--- src/rtl/elbeth_mem_arbiter.sv ---
// Round-robin arbiter sharing one memory port between fetch (imem) and data (dmem) requesters.
// Latency: request in IDLE -> registered mem_en next cycle; response routed back combinationally. Backpressure: requesters hold *_en until *_ready/*_error.
module elbeth_mem_arbiter #(
    parameter int TIMEOUT = 255
) (
    input  logic        clk,
    input  logic        rst,
    input  logic        imem_en,
    input  logic [31:0] imem_addr,
    output logic [31:0] imem_in_data,
    output logic        imem_ready,
    output logic        imem_error,
    input  logic        dmem_en,
    input  logic [31:0] dmem_addr,
    input  logic [3:0]  dmem_wr,
    input  logic [31:0] dmem_w_data,
    output logic [31:0] dmem_in_data,
    output logic        dmem_ready,
    output logic        dmem_error,
    output logic        mem_en,
    output logic [31:0] mem_addr,
    output logic [3:0]  mem_wr,
    output logic [31:0] mem_w_data,
    input  logic [31:0] mem_in_data,
    input  logic        mem_ready,
    input  logic        mem_error,
    output logic [1:0]  grant
);

    localparam int CW = (TIMEOUT > 0) ? $clog2(TIMEOUT + 1) : 1;
    localparam logic [CW-1:0] TO_VAL = CW'(TIMEOUT);

    // State encoding doubles as the grant value.
    localparam logic [1:0] S_IDLE = 2'b00;
    localparam logic [1:0] S_IMEM = 2'b01;
    localparam logic [1:0] S_DMEM = 2'b10;

    logic [1:0]    state_q, state_d;
    logic          last_dmem_q, last_dmem_d;
    logic [CW-1:0] cnt_q, cnt_d;
    logic [31:0]   mem_addr_q, mem_addr_d;
    logic [3:0]    mem_wr_q, mem_wr_d;
    logic [31:0]   mem_w_data_q, mem_w_data_d;

    logic owned, timeout_hit, fin_ok, fin_err;
    logic pick_d, pick_i;

    // A completion in the very cycle the count expires is honoured rather than timed out.
    assign owned       = (state_q != S_IDLE) && !rst;
    assign timeout_hit = (TIMEOUT != 0) && (cnt_q == TO_VAL) && !mem_ready && !mem_error;
    assign fin_err     = owned && (mem_error || timeout_hit);
    assign fin_ok      = owned && mem_ready && !mem_error;

    assign imem_ready   = fin_ok && (state_q == S_IMEM);
    assign imem_error   = fin_err && (state_q == S_IMEM);
    assign imem_in_data = imem_ready ? mem_in_data : 32'h0;
    assign dmem_ready   = fin_ok && (state_q == S_DMEM);
    assign dmem_error   = fin_err && (state_q == S_DMEM);
    assign dmem_in_data = dmem_ready ? mem_in_data : 32'h0;

    assign mem_en     = (state_q != S_IDLE);
    assign grant      = state_q;
    assign mem_addr   = mem_addr_q;
    assign mem_wr     = mem_wr_q;
    assign mem_w_data = mem_w_data_q;

    always_comb begin
        state_d      = state_q;
        last_dmem_d  = last_dmem_q;
        cnt_d        = cnt_q;
        mem_addr_d   = mem_addr_q;
        mem_wr_d     = mem_wr_q;
        mem_w_data_d = mem_w_data_q;
        pick_d       = 1'b0;
        pick_i       = 1'b0;
        if (state_q == S_IDLE) begin
            pick_d = dmem_en && (!imem_en || !last_dmem_q);
            pick_i = imem_en && !pick_d;
            if (pick_d) begin
                state_d      = S_DMEM;
                last_dmem_d  = 1'b1;
                cnt_d        = '0;
                mem_addr_d   = dmem_addr;
                mem_wr_d     = dmem_wr;
                mem_w_data_d = dmem_w_data;
            end else if (pick_i) begin
                state_d      = S_IMEM;
                last_dmem_d  = 1'b0;
                cnt_d        = '0;
                mem_addr_d   = imem_addr;
                mem_wr_d     = 4'b0000;
                mem_w_data_d = 32'h0;
            end
        end else begin
            if (mem_ready || mem_error || timeout_hit) begin
                state_d = S_IDLE;
            end else if (cnt_q != {CW{1'b1}}) begin
                cnt_d = cnt_q + CW'(1);
            end
        end
    end

    always_ff @(posedge clk) begin
        if (rst) begin
            state_q      <= S_IDLE;
            last_dmem_q  <= 1'b0;
            cnt_q        <= '0;
            mem_addr_q   <= 32'h0;
            mem_wr_q     <= 4'b0000;
            mem_w_data_q <= 32'h0;
        end else begin
            state_q      <= state_d;
            last_dmem_q  <= last_dmem_d;
            cnt_q        <= cnt_d;
            mem_addr_q   <= mem_addr_d;
            mem_wr_q     <= mem_wr_d;
            mem_w_data_q <= mem_w_data_d;
        end
    end

endmodule

--- config.mk ---
export PLATFORM = sky130hd
export DESIGN_NAME = elbeth_mem_arbiter
export DESIGN_NICKNAME = d
export VERILOG_FILES = /design/src/rtl/elbeth_mem_arbiter.sv
export SDC_FILE = /design/constraint.sdc
export NUM_CORES = 1
export LEC_CHECK = 0
export CAP_MARGIN = 20
export CORE_AREA = 8 8 102 104
export CTS_BUF_LIST = sky130_fd_sc_hd__clkbuf_8 sky130_fd_sc_hd__clkbuf_16
export DETAILED_ROUTE_END_ITERATION = 7
export DIE_AREA = 0 0 110 112
export DONT_BUFFER_PORTS = 1
export MAX_ROUTING_LAYER = met4
export PLACE_DENSITY = 0.66
export SKIP_LAST_GASP = 1
export SLEW_MARGIN = 40
export SYNTH_ARGS = -nofsm -noshare
export SYNTH_HDL_FRONTEND = slang
export SYNTH_SLANG_ARGS = --single-unit
--- constraint.sdc ---
create_clock -name clk -period 2.8 [get_ports clk]
set_input_delay 0.14 -clock clk [delete_from_list [all_inputs] [get_ports clk]]
set_output_delay 0.14 -clock clk [all_outputs]
set_load 0.01 [all_outputs]
==> results.yml, run 1 <==
floorplan:
  fp.dieW_um: 110
  coreArea_um2: 8890
  num_rows: 35
  die_y_um: 112
  ioPinCount: 277
  start_util_pct: 41.0
  die-area_um2: 12300
layout:
  drive_above_1_share_pct: 7.08
  final_cell_mix: "nor2_1 (81), dfxtp_1 (79), and2_1 (65)"
  synthToLayoutAreaGrowth_pct: 16.5
  fin_area_um2: 4240
  fillers: 860
  final_common_cell: "nor2_1"
  fin_nets: 572
  final_util_pct: 47.7
place:
  dp_slack_ns: 0.794
  place_congestion: 0.836
  dp_hpwl_mm: 9.06
  postPlaceCellArea_um2: 3670
  numPortBuffers: 0
setup_path:
  r2r_slack_ns: 0.78
  r2r_end: "mem_addr[9]"
  r2r-start: "grant[1]"
  path_class: "reg -> out"
  reg2reg_depth: 6
  required_ns: 2.66
  crit_arrival_ns: 1.91
  end_kind: "primary output"
  start_kind: "register"
  cp_max_fo: 9
synth:
  syn_inst: 412
  ys_seq_area_share_pct: 43.4
  yosysTopAreaCellShare_pct: 43.4
  synthFlopType: "dfxtp_1"
  synth_area_leaders: "dfxtp_1 (43%), and2_1 (11%), mux2i_1 (9.1%), nor2_1 (8.4%), a22oi_1 (7.4%)"
  synth-edff-count: 0
  avgSynthCellArea_um2: 8.84
  synthArstFlopShare_pct: 0
  yosysTopAreaCell: "dfxtp_1"
  syn-num-nets: 551
  synth_cell_types: 35
  ys_seq_elements: 79
  yosys_warnings: 0
  netlist_area_um2: 3640
route:
  vias_per_cell: 5.68
  routed_wl_mm: 11.8
  dr.first_iter.drc_count: 185
  antenna_left: 0
  dr.pass1.iters: 4
  vias: 3129
  wire_per_inst_um: 21.4
  route.detailed.drc: 0
timing:
  slew_violations: 0
  fin_crit_ns: 2.05
  rsz0062_at_grt: "false"
  relSlewSlack_pct: 64.5
  worst_pin_slew_ns: 0.530
  layout_setup_ws_ns: 0.752
  hold_violations: 0
  post-route-period-util_pct: 73.1
  fmax_mhz: 488
  setup_violations: 0
  tns_ns: 0
  fin_worst_skew_ns: 0.00414
power:
  pwr-share-clk_pct: 30.7
  power_mw: 2.49
  p_sw_share_pct: 30.8
  p_per_area_nw_per_um2: 586
  p_seq_share_pct: 54.0
  switchingPower_mw: 0.767
  comb_power_share_pct: 15.4
  p_leak_nw: 1.67
  p_int_mw: 1.72
  ir_drop_v: 0.000286
clock_tree:
  h-tree-depth: 3
  cts_tree: "done"
  clock_latency_ns: 0.33
  cts_setup_buffers: 0
  ctsRootBufferMaster: "clkbuf_8"
  cts_buffers: 9
  clk_pin_slew_ns: 0.09
  clock_sinks: 79
  clk_path_buf_depth: 2
job:
  drv_cap: 0
grt:
  antenna_found_initial: 1
  grt_pass1_wl_mm: 17.1
  grt_pass1_vias: 3041
  grt_max_degree: 74
  grt_overflow: 0
  grt_util_all_layers_pct: 18.3
hold_path:
  hold_depth: 2
  min-delay-start: "imem_addr[12]"
  min_to: "mem_addr[12]"
  hp-class: "in -> reg"
status:
  status: "finished clean"
-- synthesized netlist by cell type, types with 2 or more instances --
cell type,number
o211ai_1,3
and3_1,2
dfxtp_1,79
mux2i_1,33
nor2_1,81
o21ai_1,2
buf_6,2
nand2_1,2
nor2_2,2
a22oi_1,36
nand2b_1,2
o21ai_0,4
buf_2,14
buf_4,7
nor3_1,2
a31oi_1,4
clkbuf_1,11
a21oi_1,4
nand3_1,9
and2_1,65
a211oi_1,32
inv_1,3
-- metal layers --
layer	part of all wire (%)	vias up	track usage (%)
met5	0	-	-
met4	1.2	0	6.04
met3	11	11	5.95
met2	55	180	33.4
met1	33	1455	17.3
li1	-	1483	-
-- cells by family (layout without fill, tap and decap cells) --
family                     Yosys count  in the layout  synth area share (%)
AOI/OAI and AO/OA                   90             90                  17.8
adders and majority gates            1              1                 0.344
buffers and inverters               38             64                  5.53
DFF                                 79             79                  43.4
muxes                               34             34                  9.38
other                                0              2                     0
and+or+nand+nor                    170            170                  23.5
-- final cells by class --
type                       instances  area (um^2)  area share (%)
inverter                           4         15.0           0.354
multi-input combinational        295         1880            44.3
clock inverter                     7         57.6            1.36
sequential                        79         1580            37.3
clock buffer                       9          124            2.92
timing repair buffer              44          440            10.4
antenna                            2         5.00           0.118
tap                              111          139            3.28
-- worst max-delay path: stages (launching register included) --
cell     delay (ns)
dfxtp_1        0.48
nor2_2         0.13
nor2_1         0.43
o21ai_0        0.25
nor2_1         0.28
-- power by group through the flow --
stage | clock network [mW] | logic, mW | registers [mW]
final | 0.763 | 0.383 | 1.34
after global routing | 0.847 | 0.427 | 1.35
after CTS | 0.790 | 0.384 | 1.34
after detailed placement | 0 | 0.323 | 1.37
after global placement | 0 | 0.310 | 1.37
after floorplan | 0 | 0.304 | 1.34
-- registers in the layout, summed over array words and instances (netlist names) --
| register | flops |
|---|---|
| mem_wr | 4 |
| last_dmem_q | 1 |
| grant | 2 |
| mem_addr | 32 |
| mem_w_data | 32 |
| cnt_q | 8 |
-- worst max path at each step --
stage	start	end	slack [ns]	cells past startpoint
3_5_place_dp	grant[1]	mem_addr[10]	0.79	6
4_1_cts	grant[0]	imem_error	0.73	4
5_1_grt	grant[0]	imem_error	0.54	4
3_3_place_gp	grant[1]	mem_addr[27]	0.89	6
2_1_floorplan	cnt_q[0]	cnt_q[2]	1.24	6
6_report	grant[0]	imem_error	0.75	4
-- repair_timing --
item | 4_1_cts | 5_1_grt
gates resized for setup | 0 | 0
hold endpoints to repair | 73 | 0
hold buffers | 37 | 0
endpoints found under the setup margin | 0 | 0
-- metrics by stage --
| stage | instances | hold WS (ns) |
|---|---|---|
| floorplan | 412 | 0.303 |
| finish | 551 | 0.0313 |
| detailed placement | 496 | 0.221 |
| global placement | 496 | 0.218 |
| CTS | 549 | 0.00949 |
| global route | 551 | 0.00695 |
(Power assumes the default switching activity.)
==> inputs of run 2 (changes only) <==
--- a/config.mk
+++ b/config.mk
@@ -5,6 +5,7 @@
 export SDC_FILE = /design/constraint.sdc
 export NUM_CORES = 1
 export LEC_CHECK = 0
+export ABC_AREA = 1
 export CAP_MARGIN = 20
 export CORE_AREA = 8 8 102 104
 export CTS_BUF_LIST = sky130_fd_sc_hd__clkbuf_8 sky130_fd_sc_hd__clkbuf_16
@@ -12,7 +13,7 @@
 export DIE_AREA = 0 0 110 112
 export DONT_BUFFER_PORTS = 1
 export MAX_ROUTING_LAYER = met4
-export PLACE_DENSITY = 0.66
+export PLACE_DENSITY = 0.68
 export SKIP_LAST_GASP = 1
 export SLEW_MARGIN = 40
 export SYNTH_ARGS = -nofsm -noshare
==> constraint.sdc (replaced) <==
create_clock -name clk -period 1.7 [get_ports clk]
set_input_delay 0.085 -clock clk [delete_from_list [all_inputs] [get_ports clk]]
set_output_delay 0.085 -clock clk [all_outputs]
set_load 0.01 [all_outputs]
==> run 2 against run 1 <==
Sequential power up 67%. Total power up 87%. Critical path depth up 3. Clock-buffer cell count unchanged. Final cell count up 37%. Core utilization up 9.5 points. Hold slack worse by 0.0065 ns. Wire length up 24%. Final area up 20%. Flip-flop and latch count unchanged. Synthesized cell count up 33%. Critical endpoint unchanged.
==> results.yml, run 2 <==
status:
  status: "finished clean"
grt:
  grt_overflow: 0
  grt_util_all_layers_pct: 22.7
  grt_pass1_vias: 4220
  antenna_found_initial: 3
  grt_max_degree: 66
  grt_pass1_wl_mm: 21.3
layout:
  fin_nets: 776
  drive_above_1_share_pct: 8.41
  final_common_cell: "nand2_1"
  stdcell_count: 756
  synthToLayoutAreaGrowth_pct: 38.9
  fin_area_um2: 5080
  final_cell_mix: "nand2_1 (126), dlygate4sd3_1 (100), dfxtp_1 (75)"
place:
  postPlaceCellArea_um2: 3760
  dpl.cell_count: 634
  place_congestion: 0.801
  dp_slack_ns: 0.261
  dp_hpwl_mm: 9.72
  numPortBuffers: 0
hold_path:
  hold_depth: 2
  hp-class: "in -> reg"
  min-delay-start: "rst"
  min_to: "mem_w_data[19]"
synth:
  synth-edff-count: 0
  yosys_warnings: 0
  ys_seq_area_share_pct: 43.2
  synth_cell_types: 23
  yosysMostFrequentCell: "nand2_1"
  yosysTopAreaCellShare_pct: 43.2
  netlist_area_um2: 3660
  syn_inst: 546
  syn-num-nets: 685
  ys_seq_elements: 79
  synthFlopType: "dfxtp_1"
  synthArstFlopShare_pct: 0
  synth_area_leaders: "dfxtp_1 (43%), nand2_1 (13%), nor2_1 (7.8%), nand3_1 (6.4%), a21oi_1 (6.3%)"
  synthTopCellsByCount: "nand2_1 (127), dfxtp_1 (79), nor2_1 (76), inv_1 (47), nand3_1 (47)"
  yosysTopAreaCell: "dfxtp_1"
  avgSynthCellArea_um2: 6.71
floorplan:
  die_y_um: 112
  coreArea_um2: 8890
  start_util_pct: 41.2
  fp.dieW_um: 110
  die-area_um2: 12300
  num_rows: 35
  ioPinCount: 277
setup_path:
  path_class: "reg -> out"
  crit_arrival_ns: 1.59
  r2r_slack_ns: 0.22
  end_kind: "primary output"
  r2r-start: "grant[1]"
  r2r_end: "mem_w_data[27]"
  cp_max_fo: 4
  required_ns: 1.62
  start_kind: "register"
  reg2reg_depth: 7
route:
  vias_per_cell: 5.52
  route.detailed.drc: 0
  vias: 4175
  dr.pass1.iters: 5
  wire_per_inst_um: 19.3
  dr.first_iter.drc_count: 299
  routed_wl_mm: 14.6
  antenna_left: 0
power:
  p_sw_share_pct: 30.6
  comb_power_share_pct: 19.0
  switchingPower_mw: 1.43
  p_seq_share_pct: 48.1
  ir_drop_v: 0.000639
  p_per_area_nw_per_um2: 917
  pwr-share-clk_pct: 32.9
  p_leak_nw: 2.15
  p_int_mw: 3.23
  power_mw: 4.66
timing:
  layout_setup_ws_ns: 0.0270
  fmax_mhz: 598
  post-route-period-util_pct: 98.4
  whs_ns: 0.0248
  fin_crit_ns: 1.67
  slew_violations: 0
  relSlewSlack_pct: 61.3
  rsz0062_at_grt: "true"
  hold_violations: 0
  worst_pin_slew_ns: 0.580
  setup_violations: 0
  fin_worst_skew_ns: 0.00918
clock_tree:
  clk_path_buf_depth: 2
  cts_tree: "done"
  h-tree-depth: 3
  cts_buffers: 9
  clock_sinks: 79
  clk_pin_slew_ns: 0.08
  clock_latency_ns: 0.34
  ctsRootBufferMaster: "clkbuf_8"
job:
  drv_cap: 0
[run 2: final cells by class]
cell class,instances,area [um^2]
fillers,771,3800
multi-input cells,376,1750
well taps,111,139
clock inverters,7,96.3
repair buffers,119,1180
clock buffers,9,124
diodes,3,7.51
flip-flops and latches,79,1590
inverters,52,195
[run 2: power by group through the flow]
stage | clock, mW | sequential [mW] | combinational (mW)
after floorplan | 0 | 2.23 | 0.526
after global placement | 0 | 2.28 | 0.611
after detailed placement | 0 | 2.28 | 0.632
after CTS | 1.57 | 2.24 | 0.856
after global routing | 1.66 | 2.26 | 0.978
final | 1.53 | 2.24 | 0.886
[run 2: how the worst max path moves through the flow]
stage                  start              end  slack (ns)  cells after the start
global route        cnt_q[0]       imem_error       -0.11                      8
detailed placement  cnt_q[0]         cnt_q[7]        0.26                      8
CTS                 grant[0]  dmem_in_data[7]      0.0004                      6
finish              cnt_q[4]       imem_error        0.03                      7
global placement    cnt_q[0]       dmem_error        0.31                      7
floorplan           cnt_q[0]         cnt_q[5]        0.34                     10
[run 2: critical path, cell delays in order, from the launching register on]
cell and delay [ns]:
dfxtp_1 0.40, nand2_1 0.09, nor2_1 0.16, nand2_1 0.10, o21ai_2 0.13, nand2_2 0.10, nor3_2 0.12, buf_4 0.15
[run 2: cell families after synthesis]
kind of cell | count (synthesis) | share of synthesized area (%)
buffers and inverters | 91 | 10.4
adder cells (fa/ha/maj) | 1 | 0.342
AO/OA/AOI/OAI | 116 | 17.2
flip-flops | 79 | 43.2
AND/OR/NAND/NOR | 259 | 28.9
[run 2: metal layers]
layer	share of wire [%]	GRT usage (%)	wire [um]
met1	33	21.2	4830
met2	52	39.9	7620
met3	10	6.07	1500
met4	4.4	13.4	647
met5	0	-	0
[run 2: repair_timing]
item / in CTS / in global routing
buffers inserted: 2 / 0
resized for setup: 7 / 12
hold buffers: 101 / 0
endpoints found under the setup margin: 3 / 8
hold endpoints to repair: 74 / 0
pin swaps: 1 / 1
[run 2: metrics by stage]
| stage | setup TNS, ns | utilization [%] |
|---|---|---|
| 6_report | 0 | 57.2 |
| 5_1_grt | -0.261 | 57.2 |
| 4_1_cts | 0 | 56.7 |
| 3_5_place_dp | 0 | 42.3 |
| 3_3_place_gp | 0 | 42.3 |
| 2_1_floorplan | 0 | - |
==> inputs of run 3 (changes only) <==
--- a/config.mk
+++ b/config.mk
@@ -13,7 +13,7 @@
 export DIE_AREA = 0 0 110 112
 export DONT_BUFFER_PORTS = 1
 export MAX_ROUTING_LAYER = met4
-export PLACE_DENSITY = 0.68
+export PLACE_DENSITY = 0.59
 export SKIP_LAST_GASP = 1
 export SLEW_MARGIN = 40
 export SYNTH_ARGS = -nofsm -noshare
==> constraint.sdc (replaced) <==
create_clock -name clk -period 1.7 [get_ports clk]
set_input_delay 0.17 -clock clk [delete_from_list [all_inputs] [get_ports clk]]
set_output_delay 0.17 -clock clk [all_outputs]
set_load 0.01 [all_outputs]
==> run 3 against run 2 <==
The run now ends with setup timing left. Clock skew is 0.0037 ns higher. Sequential share of layout area fell by 1.1 points. First-iteration DRC count is 7.0% lower. Fmax down 2.5%. Wire length increased by 1.6%. Critical path depth fell by 1. Final area increased by 3.8%. Clock-buffer cell count unchanged. Clock power down 16%. Die area is the same. Flip-flop and latch count unchanged. Hold slack gained 0.081 ns. Critical path type unchanged. Largest cell class unchanged.
==> results.yml, run 3 (synthesized netlist as in run 2, its figures left out) <==
status:
  status: "finished, violations left"
  violations: "setup timing"
hold_path:
  hp-class: "in -> reg"
grt:
  antenna_found_initial: 0
  grt_pass1_wl_mm: 21.3
  grt_max_degree: 66
  grt_overflow: 0
  grt_pass1_vias: 4168
  grt_util_all_layers_pct: 22.4
place:
  dp_slack_ns: 0.154
  place_congestion: 0.857
  dpl.cell_count: 645
  dp_hpwl_mm: 9.84
  numPortBuffers: 0
power:
  comb_power_share_pct: 20.6
  p_seq_share_pct: 50.4
  p_per_area_nw_per_um2: 843
  power_mw: 4.45
  ir_drop_v: 0.000565
  pwr-share-clk_pct: 29.0
  switchingPower_mw: 1.48
  p_sw_share_pct: 33.3
  p_int_mw: 2.97
  p_leak_nw: 2.26
floorplan:
  die_y_um: 112
  coreArea_um2: 8890
  num_rows: 35
  ioPinCount: 277
  die-area_um2: 12300
  start_util_pct: 41.2
  fp.dieW_um: 110
timing:
  relSlewSlack_pct: 73.7
  post-route-period-util_pct: 101
  slew_violations: 0
  hold_violations: 0
  rsz0062_at_grt: "true"
  fin_crit_ns: 1.72
  layout_setup_ws_ns: -0.0161
  whs_ns: 0.105
  fmax_mhz: 583
  setup_violations: 4
  fin_worst_skew_ns: 0.0129
  worst_pin_slew_ns: 0.394
clock_tree:
  clock_sinks: 79
  ctsRootBufferMaster: "clkbuf_8"
  cts_buffers: 9
  clk_path_buf_depth: 2
  cts_tree: "done"
  h-tree-depth: 3
  clock_latency_ns: 0.35
  clk_pin_slew_ns: 0.09
layout:
  diodes: 0
  stdcell_count: 773
  fin_nets: 796
  drive_above_1_share_pct: 13.4
  synthToLayoutAreaGrowth_pct: 44.2
  final_common_cell: "nand2_1"
  final_cell_mix: "nand2_1 (125), dlygate4sd3_1 (100), dfxtp_1 (72)"
route:
  vias: 4251
  dr.pass1.iters: 5
  route.detailed.drc: 0
  vias_per_cell: 5.50
  antenna_left: 0
  dr.first_iter.drc_count: 278
  routed_wl_mm: 14.8
  wire_per_inst_um: 19.2
setup_path:
  r2r_end: "cnt_q[5]"
  worstPathCellList: "buf_4, inv_1, nand4_1, buf_6, nor2_1, buf_4"
  end_kind: "primary output"
  crit_top_cell: "buf_4"
  path_class: "reg -> out"
  r2r-start: "cnt_q[0]"
  crit_arrival_ns: 1.55
  critPathMaxStageDelay_ns: 0.37
  required_ns: 1.53
  cp_max_fo: 33
  worstSetupStartpoint: "grant[1]"
  start_kind: "register"
  r2r_slack_ns: 0.07
  crit_end: "imem_in_data[12]"
  reg2reg_depth: 13
  slowest_stage: "dfxtp_2"
job:
  drv_cap: 0
==> run 3: cell count changes in the layout (fill, tap and decap cells not counted), sizes merged <==
cell	change
clkinv	+3
diode	-3
bufinv	-2
buf	+18
clkinvlp	-1
clkbuf	+2
==> run 3: cell type report <==
type,count,area [um^2]
inverter,52,198
timing repair buffer,139,1370
sequential,79,1590
clock buffer,9,124
multi-input combinational,376,1800
fill,783,3610
clock inverter,7,55.1
tap,111,139
==> run 3: power by group through the flow <==
| stage | registers [mW] | logic, mW | clock network, mW |
|---|---|---|---|
| finish | 2.24 | 0.918 | 1.29 |
| global route | 2.26 | 1.01 | 1.41 |
| CTS | 2.25 | 0.868 | 1.34 |
| detailed placement | 2.28 | 0.639 | 0 |
| global placement | 2.28 | 0.622 | 0 |
| floorplan | 2.23 | 0.526 | 0 |
==> run 3: worst min path at each step <==
stage                     slack [ns]  depth (start not counted)         start              to
after floorplan                 0.33                          2  dmem_addr[3]     mem_addr[3]
after global placement          0.24                          1           rst  mem_w_data[16]
after detailed placement        0.25                          1           rst  mem_w_data[15]
after CTS                      0.003                          2  imem_addr[7]     mem_addr[7]
after global routing            0.09                          2           rst        grant[1]
final                           0.11                          2           rst        cnt_q[2]
==> run 3: timing repair <==
| item | in CTS | in global routing |
|---|---|---|
| pin swaps | 1 | 4 |
| endpoints found under the hold margin | 74 | 1 |
| buffers inserted | 7 | 2 |
| endpoints found under the setup margin | 26 | 52 |
| cloned | 0 | 2 |
| gates resized for setup | 16 | 19 |
| hold buffers | 100 | 1 |
==> run 3: routing by layer <==
| layer | vias to the layer above | routed length (um) | track usage (%) |
|---|---|---|---|
| met4 | 0 | 429 | 9.55 |
| met1 | 1973 | 5070 | 21.8 |
| met5 | - | 0 | - |
| li1 | 1992 | - | - |
| met2 | 252 | 7810 | 39.9 |
| met3 | 34 | 1520 | 6.47 |
==> run 3: critical path, delay by kind of cell, from the launching register on <==
kind,cells,cell delay [ns]
and+or+nand+nor,2,0.19
DFF,1,0.37
buffers and inverters,4,0.64
==> run 3: stage by stage <==
step           util (%)  TNS, ns  instance area (um^2)
2_1_floorplan         -        0                  3660
3_3_place_gp       43.4        0                  3860
3_5_place_dp       43.4        0                  3860
4_1_cts            57.8  -0.0294                  5140
5_1_grt            59.4    -3.05                  5280
6_report           59.4  -0.0381                  5280
